==> src/rtl/pipe_skid_reg_pkg.sv <==
// pipe_skid_reg_pkg: shared pipeline state encodings, where occupancy equals the state value
package pipe_skid_reg_pkg;
  typedef enum logic [1:0] {
    EMPTY = 2'd0,
    ONE   = 2'd1,
    TWO   = 2'd2
  } state_t;
endpackage

==> src/rtl/pipe_skid_reg.sv <==
// pipe_skid_reg: two-entry skid register with fully registered handshake outputs
module pipe_skid_reg
  import pipe_skid_reg_pkg::*;
#(
  parameter int WIDTH = 32
) (
  input  logic             clk,
  input  logic             reset,
  input  logic             flush,
  input  logic             in_valid,
  output logic             in_ready,
  input  logic [WIDTH-1:0] in_data,
  output logic             out_valid,
  input  logic             out_ready,
  output logic [WIDTH-1:0] out_data,
  output logic [1:0]       occupancy
);
  state_t state, state_nxt;
  logic [WIDTH-1:0] main_q, skid_q;
  logic load_main, load_skid, main_from_skid;
  logic in_fire, out_fire;
  assign in_ready  = state != TWO;
  assign out_valid = state != EMPTY;
  assign out_data  = main_q;
  assign occupancy = state;
  assign in_fire   = in_valid & in_ready;
  assign out_fire  = out_valid & out_ready;
  // next state and register load enables; flush overrides every transition and load
  always_comb begin
    state_nxt      = state;
    load_main      = 1'b0;
    load_skid      = 1'b0;
    main_from_skid = 1'b0;
    case (state)
      EMPTY: begin
        load_main = in_fire;
        state_nxt = in_fire ? ONE : EMPTY;
      end
      ONE: begin
        load_main = in_fire & out_fire;
        load_skid = in_fire & ~out_fire;
        state_nxt = (in_fire & ~out_fire) ? TWO : (~in_fire & out_fire) ? EMPTY : ONE;
      end
      TWO: begin
        load_main      = out_fire;
        main_from_skid = 1'b1;
        state_nxt      = out_fire ? ONE : TWO;
      end
      default: state_nxt = EMPTY;
    endcase
    if (flush) begin
      state_nxt = EMPTY;
      load_main = 1'b0;
      load_skid = 1'b0;
    end
  end
  // state register
  always_ff @(posedge clk) begin
    if (reset) state <= EMPTY;
    else state <= state_nxt;
  end
  // data registers; flush leaves contents untouched, only reset clears them
  always_ff @(posedge clk) begin
    if (reset) begin
      main_q <= '0;
      skid_q <= '0;
    end else begin
      if (load_main) main_q <= main_from_skid ? skid_q : in_data;
      if (load_skid) skid_q <= in_data;
    end
  end
endmodule

==> config.mk <==
export PLATFORM = sky130hd
export DESIGN_NAME = pipe_skid_reg
export DESIGN_NICKNAME = d
export VERILOG_FILES = /design/src/rtl/pipe_skid_reg_pkg.sv /design/src/rtl/pipe_skid_reg.sv
export SDC_FILE = /design/constraint.sdc
export NUM_CORES = 1
export LEC_CHECK = 0
export BUFFER_PORTS_ARGS = -buffer_cell sky130_fd_sc_hd__buf_2
export CAP_MARGIN = 30
export CORE_MARGIN = 2
export CORE_UTILIZATION = 53
export CTS_CLUSTER_DIAMETER = 200
export CTS_CLUSTER_SIZE = 25
export DETAILED_ROUTE_END_ITERATION = 8
export PLACE_DENSITY = 0.84
export SYNTH_ARGS = -nofsm -noshare
export SYNTH_HDL_FRONTEND = slang
export SYNTH_SLANG_ARGS = --single-unit
==> constraint.sdc <==
create_clock -name clk -period 2.4 [get_ports clk]
set_input_delay 0.24 -clock clk [delete_from_list [all_inputs] [get_ports clk]]
set_output_delay 0.24 -clock clk [all_outputs]
set_load 0.05 [all_outputs]
==> run metrics <==
status=finished clean; num ports=73; Diodes inserted=0; total wire length=6832 um; RSZ-0062 raised after global routing=false; post-synth cell types=24; met3 Use GR=5.227%; PortBufs=72; VDD IR max=0.3806 mV; WS Path Type=reg -> reg; CP cell instances=or2_2, and2_1, ha_1, nor4bb_4, buf_4, a211oi_1, a211oi_2; initial antenna violation count=0; Fin. Hold Viols=0; worst hold start=in_data[10]; Final Skew=0.003800 ns; top cells by area, synth=dfxtp_1 (44%), a211oi_2 (13%), mux2i_1 (11%); PwrDens=693.9 nW/um^2; Filler Cell Count=476; Routed Antenna Nets=0; Final nets=407; Setup TNS=0 ns; DIE AREA=6281 sq um; vias in the first global route=2,369; Crit path buffers/inverters=1; Post-Syn Area=3002 sq um; CTS Buffer Depth=2; CP Capture Type=register; Seq/Total Area, Yosys=44.02%; type of origin of the critical path=register; vias post-DR=2,516; cells on worst reg2reg path=7; RR Endpoint=out_data[13]; Yosys warnings=0; Core Rows=27; cts hold-fix bufs=0; CTS Root Cell=clkbuf_8; met1 Use GR=29.58%; share of post-route cells with drive strength above 1=35.75%; Crit path max-delay family=simple AND/OR/NAND/NOR gates; most frequent cells in the layout=buf_2 (72), nand2_1 (64), dfxtp_1 (64), a211oi_1 (34), a21oi_1 (33); gr busiest metal=met2; CTS clk-pin slew, worst paths=0.07 ns; Final period util=85.91%; Post-DP HPWL=4209 um; GRT Resource Usage Total=22.64%; Num CTS Buffers=9; Clock Sinks=66; GPL Wtd Cong=0.7413; Crit Path Max Fanout=32; f_max=485.0 MHz; Post-CTS Setup Repair Bufs=0; pre-CTS setup slack=0.1027 ns; Synth Instances=310; area occupied by multi-input gates=1544 sq um; CTS tree=yes; first-pass GRT wire length=11,160 um; slew margin rel.=53.94%; vias per cell=5.667; final setup fails=0; Yosys top cell area share=44.02%; worst stage delay on the critical path=0.39 ns; M2 GR Usage=35.85%; GR Overflow Total=0; largest net degree at the start of global routing=39; clock latency on the worst-skew pair=0.34 ns; Hold Crit Class=in -> reg; Hold Path Sink=skid_q[10]; crit path DAT=2.26 ns; Core Area=5473 sq um; number of remaining DRC errors=0; Leak=1.553 nW; commonest non-fill, non-tap cell in the layout=buf_2; Starting Density=54.85%; cts repair resizes=0; max-cap viol count=0; post-layout min period=2.062 ns; Reg2Reg Launch Point=occupancy[1]; area delta synth->final=19.72%; max-slew violation count=0; DR WL/cell=15.39 um; Worst-Margin Slew=0.6909 ns; cell accounting for the most synthesized area=dfxtp_1; H-tree depth=3; Syn Nets=349; Yosys reg bits=66; DR iter-0 viols=169; Setup WS post-layout=0.3382 ns; CP max stage cell=dfxtp_2; Die X=79.26 um; Worst Hold Path Cells=3; Critical Path RT=2.60 ns; FF+latch area=1324 sq um; DR pass1 iterations=4; R2R setup slack=0.34 ns; syn_area_per_cell=9.683 sq um; Die Ht=79.26 um
==> power by group <==
part | internal (mW) | leakage, nW | switching, mW
logic | 0.134 | 0.919 | 0.300
registers | 1.14 | 0.539 | 0.0289
clock network | 0.483 | 0.0948 | 0.405
total | 1.76 | 1.55 | 0.734
==> cell families after synthesis <==
| family | count (synthesis) | synth area share (%) |
|---|---|---|
| mux | 33 | 11.17 |
| buf+inv | 34 | 6.128 |
| flops | 66 | 44.02 |
| fa+ha+maj | 2 | 0.8335 |
| compound gates | 99 | 27.01 |
| simple gates | 76 | 10.84 |
==> state kept, by name, summed over array words and instances, names as in the netlist <==
name	cells
out_data	32
skid_q	32
occupancy	2
==> worst min-delay path: stages <==
cell and delay [ns]:
buf_2 0.10, nand2_1 0.05, a21oi_1 0.05
==> final cells by class <==
class,instances,share of cell area [%]
clock buffers,14,5.084
clock inverters,1,0.2089
inverters,2,0.2089
multi-input cells,210,42.97
flip-flops and latches,66,36.84
well taps,72,2.507
repair buffers,79,12.19
==> cells in the mapped netlist (all sizes together) <==
cell and count:
dfxtp 66, a211oi 64, nand2 64, a21oi 33, mux2i 32, buf 19
clkbuf 13, and2 2, ha 2, inv 2, nor3 2, nor4bb 2
a21o 1, mux2 1, nand2b 1, nand3b 1, nand4bb 1, nor2 1
nor3b 1, o21a 1, or2 1
==> routing by layer <==
metal	routed length, um	vias up
li1	-	1233
met1	3180	1190
met2	3132	78
met3	393	15
met4	126	0
met5	0	-
==> worst max path at each step <==
stage | cells past startpoint | startpoint | end
CTS | 6 | occupancy[1] | out_data[7]
floorplan | 10 | occupancy[0] | out_data[0]
global route | 7 | occupancy[1] | out_data[21]
global placement | 6 | occupancy[1] | out_data[10]
detailed placement | 6 | occupancy[1] | out_data[9]
finish | 7 | occupancy[1] | out_data[13]
==> stage by stage <==
stage / hold WS, ns / cell area [sq um] / utilization [%] / total power [mW] / instances
after global routing: 0.1406 / 3593 / 65.66 / 2.586 / 444
after floorplan: 0.3094 / 3004 / - / 1.513 / 310
after detailed placement: 0.4456 / 3397 / 62.07 / 1.628 / 429
after global placement: 0.4406 / 3397 / 62.07 / 1.620 / 429
after CTS: 0.1279 / 3587 / 65.55 / 2.511 / 444
final: 0.1418 / 3593 / 65.66 / 2.493 / 444
Power figures use the tool's default switching activity.
